### config.mk
export PLATFORM = sky130hd
export DESIGN_NAME = alu_multicycle
export DESIGN_NICKNAME = d
export VERILOG_FILES = /design/src/rtl/alu_multicycle.sv
export SDC_FILE = /design/constraint.sdc
export NUM_CORES = 1
export LEC_CHECK = 0
export BUFFER_PORTS_ARGS = -buffer_cell sky130_fd_sc_hd__clkbuf_2
export CAP_MARGIN = 20
export CORE_UTILIZATION = 28
export DETAILED_ROUTE_END_ITERATION = 8
export PLACE_DENSITY_LB_ADDON = 0.05
export SKIP_LAST_GASP = 1
export SLEW_MARGIN = 10
export SYNTH_ARGS = -nofsm -noshare
export SYNTH_HDL_FRONTEND = slang
export SYNTH_SLANG_ARGS = --single-unit
### constraint.sdc
create_clock -name Clk -period 9.6 [get_ports Clk]
set_clock_uncertainty 0.15 [all_clocks]
set_input_delay 0.96 -clock Clk [delete_from_list [all_inputs] [get_ports Clk]]
set_output_delay 0.96 -clock Clk [all_outputs]
set_load 0.02 [all_outputs]
### src/rtl/alu_multicycle.sv
// Clocked ALU with a Start/Busy/Done handshake. Most operations finish in a single cycle.
// MUL (shift-add) and MOD/DIV (restoring division) iterate for WIDTH clocks.
module alu_multicycle #(
    parameter int WIDTH = 32
) (
    input  logic             Clk,
    input  logic             Reset,
    input  logic             Start,
    input  logic [3:0]       ALUControl,
    input  logic [WIDTH-1:0] A,
    input  logic [WIDTH-1:0] B,
    output logic             Busy,
    output logic             Done,
    output logic [WIDTH-1:0] ALUResult1,
    output logic [WIDTH-1:0] ALUResult2,
    output logic             Zero,
    output logic             DivByZero
);
    localparam int SHAMT_W = $clog2(WIDTH);

    typedef enum logic [1:0] {S_IDLE, S_MUL, S_DIV} state_e;
    typedef enum logic [3:0] {
        OP_ADD = 4'h0, OP_SUB = 4'h1, OP_MOD = 4'h2, OP_MUL = 4'h3,
        OP_SLL = 4'h4, OP_SRL = 4'h5, OP_OR  = 4'h6, OP_AND = 4'h7,
        OP_XOR = 4'h8, OP_DIV = 4'h9, OP_SLT = 4'hA
    } alu_op_e;

    state_e             state_q, state_d;
    logic [SHAMT_W-1:0] cnt_q, cnt_d;
    logic [WIDTH-1:0]   acc_q, acc_d, mq_q, mq_d, opnd_q, opnd_d;
    logic               is_mod_q, is_mod_d;
    logic               done_q, done_d, zero_q, zero_d, dbz_q, dbz_d;
    logic [WIDTH-1:0]   r1_q, r1_d, r2_q, r2_d;

    alu_op_e            op;
    logic [WIDTH-1:0]   sc_r1, sc_r2;
    logic               sc_dbz, go_iter;
    logic [WIDTH:0]     mul_sum, div_shift, div_diff;

    assign op      = alu_op_e'(ALUControl);
    assign go_iter = (op == OP_MUL) || ((op == OP_MOD || op == OP_DIV) && B != '0);

    // Single-cycle results; MOD/DIV here only cover the B == 0 case.
    always_comb begin
        sc_r1  = '0;
        sc_r2  = '0;
        sc_dbz = 1'b0;
        case (op)
            OP_ADD: sc_r1 = A + B;
            OP_SUB: sc_r1 = A - B;
            OP_SLL: sc_r1 = A << B[SHAMT_W-1:0];
            OP_SRL: sc_r1 = A >> B[SHAMT_W-1:0];
            OP_OR:  sc_r1 = A | B;
            OP_AND: sc_r1 = A & B;
            OP_XOR: sc_r1 = A ^ B;
            OP_SLT: sc_r1 = {{(WIDTH-1){1'b0}}, $signed(A) < $signed(B)};
            OP_MOD: begin
                sc_r1  = A;
                sc_r2  = '1;
                sc_dbz = 1'b1;
            end
            OP_DIV: begin
                sc_r1  = '1;
                sc_r2  = A;
                sc_dbz = 1'b1;
            end
            default: ;
        endcase
    end

    // acc holds product high half / partial remainder; mq holds multiplier / quotient bits.
    always_comb begin
        state_d  = state_q;
        cnt_d    = cnt_q;
        acc_d    = acc_q;
        mq_d     = mq_q;
        opnd_d   = opnd_q;
        is_mod_d = is_mod_q;
        done_d   = 1'b0;
        r1_d     = r1_q;
        r2_d     = r2_q;
        zero_d   = zero_q;
        dbz_d    = dbz_q;

        mul_sum   = {1'b0, acc_q} + (mq_q[0] ? {1'b0, opnd_q} : '0);
        div_shift = {acc_q, mq_q[WIDTH-1]};
        div_diff  = div_shift - {1'b0, opnd_q};

        case (state_q)
            S_IDLE: begin
                if (Start) begin
                    if (go_iter) begin
                        state_d  = (op == OP_MUL) ? S_MUL : S_DIV;
                        is_mod_d = (op == OP_MOD);
                        opnd_d   = B;
                        acc_d    = '0;
                        mq_d     = A;
                        cnt_d    = '0;
                    end else begin
                        done_d = 1'b1;
                        r1_d   = sc_r1;
                        r2_d   = sc_r2;
                        zero_d = (sc_r1 == '0);
                        dbz_d  = sc_dbz;
                    end
                end
            end
            S_MUL, S_DIV: begin
                cnt_d = cnt_q + 1'b1;
                if (state_q == S_MUL) begin
                    acc_d = mul_sum[WIDTH:1];
                    mq_d  = {mul_sum[0], mq_q[WIDTH-1:1]};
                end else if (!div_diff[WIDTH]) begin
                    acc_d = div_diff[WIDTH-1:0];
                    mq_d  = {mq_q[WIDTH-2:0], 1'b1};
                end else begin
                    acc_d = div_shift[WIDTH-1:0];
                    mq_d  = {mq_q[WIDTH-2:0], 1'b0};
                end
                if (cnt_q == SHAMT_W'(WIDTH - 1)) begin
                    state_d = S_IDLE;
                    cnt_d   = '0;
                    done_d  = 1'b1;
                    dbz_d   = 1'b0;
                    if (state_q == S_MUL || !is_mod_q) begin
                        r1_d = mq_d;
                        r2_d = acc_d;
                    end else begin
                        r1_d = acc_d;
                        r2_d = mq_d;
                    end
                    zero_d = (r1_d == '0);
                end
            end
            default: state_d = S_IDLE;
        endcase
    end

    always_ff @(posedge Clk) begin
        if (Reset) begin
            state_q  <= S_IDLE;
            cnt_q    <= '0;
            acc_q    <= '0;
            mq_q     <= '0;
            opnd_q   <= '0;
            is_mod_q <= 1'b0;
            done_q   <= 1'b0;
            r1_q     <= '0;
            r2_q     <= '0;
            zero_q   <= 1'b1;
            dbz_q    <= 1'b0;
        end else begin
            state_q  <= state_d;
            cnt_q    <= cnt_d;
            acc_q    <= acc_d;
            mq_q     <= mq_d;
            opnd_q   <= opnd_d;
            is_mod_q <= is_mod_d;
            done_q   <= done_d;
            r1_q     <= r1_d;
            r2_q     <= r2_d;
            zero_q   <= zero_d;
            dbz_q    <= dbz_d;
        end
    end

    assign Busy       = (state_q != S_IDLE);
    assign Done       = done_q;
    assign ALUResult1 = r1_q;
    assign ALUResult2 = r2_q;
    assign Zero       = zero_q;
    assign DivByZero  = dbz_q;
endmodule

==> results of run 1 <==
==> through the flow <==
stage | hold slack [ns] | cell area [sq um] | total power, mW | cells | utilization, %
floorplan | 0.286 | 23000 | 1.65 | 3258 | -
global placement | 0.295 | 24500 | 2.20 | 4250 | 30.3
detailed placement | 0.299 | 24500 | 2.19 | 4250 | 30.3
CTS | 0.308 | 25200 | 2.98 | 4282 | 31.1
global route | 0.328 | 25200 | 3.12 | 4283 | 31.1
finish | 0.305 | 25200 | 2.99 | 4284 | 31.1
==> path summary, 6_finish.rpt <==
check | start | end
setup / recovery | B[1] | Zero$_SDFFE_PP1P_
setup reg to reg | mq_q[31]$_SDFFE_PP0P_ | Zero$_SDFFE_PP1P_
hold / removal | ALUResult1[0]$_SDFFE_PP0P_ | ALUResult1[0]$_SDFFE_PP0P_
hold reg to reg | ALUResult1[0]$_SDFFE_PP0P_ | ALUResult1[0]$_SDFFE_PP0P_
==> power breakdown <==
group	internal [mW]	leakage (nW)	switching [mW]
Clock	0.430	0.306	0.360
Combinational	0.439	8.23	0.989
Sequential	0.743	1.39	0.0329
Total	1.61	9.93	1.38
==> metal layers <==
| metal | GRT usage (%) | vias to the layer above |
|---|---|---|
| met5 | 0 | - |
| met4 | 9.59 | 4 |
| met3 | 4.36 | 192 |
| met2 | 47.4 | 1232 |
| met1 | 43.9 | 13309 |
| li1 | - | 11881 |
==> worst min-delay path, cell delays in order (launching register included) <==
cell and delay, ns:
dfxtp_1 0.31, nand2_1 0.05, a21oi_1 0.05
==> placed cells by master (no fill, tap or decap), drive strengths merged, types with 31 or more instances in the layout <==
cell    instances
nand2         406
a21oi         362
nor2          288
o21ai         178
dfxtp         171
ha            169
inv           165
clkbuf        153
mux2i         108
nor3          107
o211ai         87
buf            66
a211oi         62
nand3          59
mux4           58
and2           56
a21o           48
xnor2          39
a221oi         37
a31oi          36
mux2           33
nor2b          32
nor4           31
==> final cells by class <==
| type | instances | area [sq um] | area share (%) |
|---|---|---|---|
| multi-input combinational | 2657 | 18000 | 71.5 |
| sequential | 171 | 3420 | 13.6 |
| tap | 1060 | 1330 | 5.27 |
| timing repair buffer | 200 | 1170 | 4.65 |
| inverter | 163 | 612 | 2.43 |
| clock buffer | 19 | 453 | 1.80 |
| clock inverter | 13 | 176 | 0.701 |
| antenna | 1 | 2.50 | 0.00994 |
==> flip-flops by register name (all words and copies together) (netlist names) <==
register,cells
DivByZero,1
opnd_q,32
acc_q,32
cnt_q,5
state_q,2
mq_q,32
Zero,1
Done,1
ALUResult2,32
is_mod_q,1
ALUResult1,32
==> cells by family (layout without fill, tap and decap cells) <==
logic type / count (synthesis) / after routing / synth area share, %
AO/OA/AOI/OAI: 1082 / 1082 / 30.7
XOR/XNOR: 62 / 62 / 2.36
other: 0 / 1 / 0
adder cells (fa/ha/maj): 173 / 173 / 9.54
flip-flops: 171 / 171 / 14.9
multiplexers: 199 / 199 / 12.1
buffers and inverters: 430 / 395 / 7.34
AND/OR/NAND/NOR: 1141 / 1141 / 23.2
==> impl_metrics.csv, run 1 <==
group,metric,value,unit
synth,ys_seq_elements,171,
synth,post-synth-top-count-cell,"nand2_1",
die,die_w,289,microns
power,power.leakage,9.93,nW
route,highest_layer,"met5",
clocking,htreeDepth,4,
cells_and_area,syn2layout_area_growth,9.41,%
clocking,cts_made_buffers,17,
grt,grt_antenna_before_repair,7,
placement,hpwlAfterDp,99300,microns
worst_setup_path,startpoint_type,"primary input",
worst_setup_path,path_max_fanout,47,
synth,synth_ff_type,"dfxtp_1",
synth,netlist_instances,3258,
worst_setup_path,worst_r2r_path_depth,18,
die,die_y,289,microns
grt,overflow,0,
clocking,cts-root-buf,"clkbuf_16",
worst_setup_path,critPathArrivalTime,6.11,ns
route,first_pass_iters,6,
clocking,cts_tree,"done",
hold_path,worstHoldPathCells,2,
clocking,cts_resized,0,
grt,grt_max_degree,102,
die,initial_core_util,28.4,%
cells_and_area,n_fill_cell,8892,
clocking,clk_latency,0.48,ns
route,wirelength,132000,microns
placement,place_congestion,0.987,
synth,yosysSeqAreaShare,14.9,%
route,postRouteAntennaNets,0,
synth,yosysTopAreaCellShare,14.9,%
route,avgRoutedWirePerCell,30.7,microns
cells_and_area,post_route_cells_drive_above_1_share,11.4,%
sta,setup_viol,0,
clocking,cts_buffer_depth,2,
synth,async_flop_share,0,%
power,p_per_area,119,nW/um^2
power,ir_drop,0.128,mV
worst_setup_path,critPathSlowestCell,"nor4_1",
route,vias_per_cell,6.21,
sta,slew_viol_final,0,
worst_setup_path,crit_required,9.87,ns
worst_setup_path,path_depth,15,
route,drt_iter0_drc,3074,
worst_setup_path,cp_cell_sequence,"buf_4 -> inv_2 -> fa_1 -> nor2b_1 -> o21ai_0 -> nand3_1 -> a21oi_1 -> mux2_2 -> nor4_1 -> nand4_1 -> nor4_1 -> and4_1 -> and4b_1 -> nand4_1 -> nand3_1",
sta,period_minus_slack,5.85,ns
sta,max_freq,0.171,GHz
clocking,clkSlewWorstSetupHoldPaths,0.08,ns
synth,synthesis.area,23000,sq um
route,wl_met3,9050,microns
clocking,ctsHoldBuffers,0,
grt,grt_use_total,30.8,%
grt,first_global_vias,24851,
worst_setup_path,critical_path_buf_inv_count,2,
synth,yosysWarnings,0,
synth,synth_area_leaders,"dfxtp_1 (15%), ha_1 (9.2%), a21oi_1 (7.8%), nand2_1 (6.6%), mux4_2 (5.2%)",
hold_path,hold_path.class,"flip-flop to flip-flop",
synth,yosys.area.top_type,"dfxtp_1",
route,met1_length,60900,microns
route,wl_met2,57400,microns
worst_setup_path,crit_type,"primary input to flip-flop",
worst_setup_path,path_delay_family,"simple AND/OR/NAND/NOR gates",
worst_setup_path,r2r_slack,4.00,ns
die,rows,104,
cells_and_area,nets,3454,
clocking,clock_sinks,171,
clocking,cts_setup_buffers,0,
worst_setup_path,critical-path-max-stage-delay,0.76,ns
synth,synth_commonest_cells,"nand2_1 (406), a21oi_1 (360), nor2_1 (287), clkbuf_1 (212), o21ai_0 (176)",
worst_setup_path,endpoint_kind,"flip-flop",
die,dieArea,83300,sq um
placement,pre_cts_ws,3.36,ns
sta,rsz0062_at_grt,"false",
synth,synth_edf_count,0,
placement,port-buffer-count,138,
synth,synth_nets,3502,
route,num_vias,26618,
synth,syn_avg_cell_area,7.06,sq um
grt,grt_pass1_wl,186000,microns
die,io_pins,139,
job,maxCapViolCount,0,
sta,max_slew_margin,26.5,%
synth,synth_cell_types,96,
status,status,"completed",
die,core,80900,sq um
sta,final.setup.tns,0,ns
sta,tightest_slew,1.10,ns
route,drc,0,
sta,period_share,60.9,%
sta,hold_violations,0,
sta,setup_slack,3.75,ns
Power figures use the tool's default switching activity.
==> inputs of run 2 (changes only) <==
- ABC_AREA: default -> 1
- clock period: 9.6 -> 5.5 ns (I/O delays scaled with it)
==> run 2 against run 1 <==
Critical path depth rose by 10. Sequential cell count did not move. Global-route usage rose by 0.29 points. Sequential power rose by 79%. Core utilization rose by 0.10 points. Area after synthesis fell by 1.2%. Clock power rose by 59%. Worst setup slack got worse by 2.5 ns. Final area fell by 0.31%. Highest routed layer unchanged.
==> impl_metrics.csv, run 2 <==
group,metric,value,unit
synth,ys_seq_elements,171,
die,io_pins,139,
sta,period_minus_slack,4.28,ns
worst_setup_path,reg2reg_from,"mq_q[31]$_SDFFE_PP0P_",
route,first_pass_iters,6,
route,avgRoutedWirePerCell,25.2,microns
synth,synth_nets,4357,
clocking,cts-root-buf,"clkbuf_16",
power,p_per_area,200,nW/um^2
synth,synth_cell_types,59,
synth,async_flop_share,0,%
cells_and_area,num_antenna_cells,0,
sta,tightest_slew,1.09,ns
sta,whs,0.265,ns
cells_and_area,multiInputGateArea,16500,sq um
hold_path,min_to,"Done$_SDFF_PP0_",
worst_setup_path,crit_type,"flip-flop to flip-flop",
die,dieArea,82400,sq um
clocking,ctsHoldBuffers,0,
worst_setup_path,startpoint_type,"flip-flop",
die,initial_core_util,28.3,%
cells_and_area,final_cell_mix,"nand2_1 (1112), inv_1 (486), a21oi_1 (423), nor2_1 (379), nand3_1 (327)",
synth,yosysWarnings,0,
worst_setup_path,critPathArrivalTime,4.53,ns
sta,setup_viol,0,
placement,place_inst,5192,
cells_and_area,layoutNonFillerInstCount,5225,
clocking,cts_tree,"done",
synth,synth_ff_type,"dfxtp_1",
die,die_y,287,microns
worst_setup_path,path_max_fanout,31,
cells_and_area,syn2layout_area_growth,10.4,%
die,core,80400,sq um
cells_and_area,nets,4396,
sta,hold_violations,0,
route,drt_iter0_drc,3237,
job,maxCapViolCount,0,
power,intPower,2.58,mW
grt,grt_use_total,31.1,%
power,power.leakage,12.1,nW
grt,grt_antenna_before_repair,1,
grt,grt_pass1_wl,187000,microns
worst_setup_path,worst_r2r_path_depth,25,
power,sequentialPowerShare,27.7,%
grt,grt_max_degree,91,
clocking,clock_sinks,171,
power,ir_drop,0.209,mV
worst_setup_path,crit_required,5.75,ns
grt,overflow,0,
sta,period_share,77.8,%
clocking,clkSlewWorstSetupHoldPaths,0.08,ns
clocking,clk_latency,0.47,ns
sta,max_freq,0.234,GHz
die,die_w,287,microns
route,postRouteAntennaNets,0,
synth,yosys.area.top_type,"nand2_1",
cells_and_area,n_fill_cell,9432,
synth,synthesis.area,22700,sq um
die,rows,104,
synth,post-synth-top-count-cell,"nand2_1",
power,comb_power_share,47.2,%
synth,synth_area_leaders,"nand2_1 (18%), dfxtp_1 (15%), a21oi_1 (9.3%), ha_1 (9.3%), inv_1 (8.1%)",
clocking,cts_resized,0,
clocking,htreeDepth,4,
hold_path,hp-start,"Start",
cells_and_area,regArea,3420,sq um
hold_path,hold_path.class,"primary input to flip-flop",
synth,yosysSeqAreaShare,15.1,%
synth,synth_commonest_cells,"nand2_1 (1112), inv_1 (489), a21oi_1 (423), nor2_1 (382), nand3_1 (327)",
status,status,"completed",
route,num_vias,28229,
hold_path,worstHoldPathCells,3,
placement,hpwlAfterDp,109000,microns
clocking,cts_setup_buffers,0,
power,switching_power,2.43,mW
clocking,cts_made_buffers,17,
worst_setup_path,r2r_slack,1.22,ns
sta,rsz0062_at_grt,"false",
sta,final.setup.tns,0,ns
worst_setup_path,worstReg2RegEnd,"Zero$_SDFFE_PP1P_",
worst_setup_path,endpoint_kind,"flip-flop",
power,power_frac_clock,25.1,%
route,drc,0,
route,vias_per_cell,5.40,
clocking,cts_buffer_depth,2,
grt,first_global_vias,25621,
synth,syn_avg_cell_area,5.53,sq um
synth,netlist_instances,4113,
route,wirelength,132000,microns
synth,synth_edf_count,0,
power,p_sw_share,48.5,%
placement,port-buffer-count,138,
synth,yosysTopAreaCellShare,18.4,%
cells_and_area,final_common_cell,"nand2_1",
sta,max_slew_margin,27.0,%
placement,place_congestion,0.992,
sta,slew_viol_final,0,
cells_and_area,post_route_cells_drive_above_1_share,8.43,%
run 2: area by class of cell:
type | instances | area share, %
clock inverters | 14 | 0.523
repair buffers | 213 | 5.18
well taps | 1060 | 5.28
flip-flops and latches | 171 | 13.6
multi-input cells | 3234 | 65.9
clock buffers | 18 | 1.75
inverters | 515 | 7.70
run 2: kinds of logic (layout without fill, tap and decap cells):
family	Yosys count	count (layout)	synth area share, %
simple gates	2030	2030	37.7
compound gates	1003	1003	24.2
buf+inv	708	760	12.3
fa+ha+maj	173	173	9.65
flops	171	171	15.1
xor+xnor	23	23	0.886
mux	5	5	0.220
run 2: metrics by stage:
step	instance area [sq um]	utilization, %	power [mW]	setup WS (ns)
after CTS	25100	31.2	4.98	1.25
after floorplan	22700	-	2.82	2.07
final	25100	31.2	5.02	1.22
after global routing	25100	31.2	5.29	0.935
after global placement	24500	30.5	3.74	1.07
after detailed placement	24500	30.5	3.72	1.10
run 2: routing by layer:
layer / global-route usage, % / wire length, microns / vias to the layer above
met4: 5.57 / 2340 / 2
met1: 46.9 / 65400 / 13456
met5: 0 / 8 / -
li1: - / - / 13617
met3: 4.81 / 9150 / 97
met2: 46.1 / 54600 / 1057
run 2: how the worst max path moves through the flow:
stage / from / end / slack (ns) / depth (start not counted)
finish: mq_q[31]$_SDFFE_PP0P_ / Zero$_SDFFE_PP1P_ / 1.22 / 25
global route: mq_q[31]$_SDFFE_PP0P_ / Zero$_SDFFE_PP1P_ / 0.93 / 25
CTS: opnd_q[0]$_SDFFE_PP0P_ / Zero$_SDFFE_PP1P_ / 1.25 / 24
detailed placement: A[0] / Zero$_SDFFE_PP1P_ / 1.10 / 20
global placement: A[0] / Zero$_SDFFE_PP1P_ / 1.07 / 20
floorplan: B[2] / Zero$_SDFFE_PP1P_ / 2.07 / 23
run 2: power groups by stage:
stage	Sequential, mW	Combinational [mW]	Clock [mW]
3_3_place_gp	1.42	2.32	0
6_report	1.39	2.37	1.26
2_1_floorplan	1.43	1.40	0
4_1_cts	1.39	2.32	1.28
3_5_place_dp	1.41	2.31	0
5_1_grt	1.40	2.56	1.33
run 2: worst max-delay path, stage by stage (launching register included):
cell,delay (ns)
dfxtp_1,0.33
inv_1,0.09
ha_1,0.15
inv_1,0.10
fa_1,0.43
nand2_1,0.09
nand2_1,0.09
nand3_1,0.14
nand2_2,0.13
nand2_2,0.10
nand2_4,0.06
nand2_4,0.08
nand2_2,0.07
nand2_2,0.12
nand2_2,0.44
nand3_1,0.35
nand4_1,0.18
nand2_1,0.18
nand2_1,0.07
nor2_1,0.21
nand3_1,0.11
nor2_1,0.17
nand2_1,0.15
nand2_1,0.10
nand2_1,0.05
nand2_1,0.05
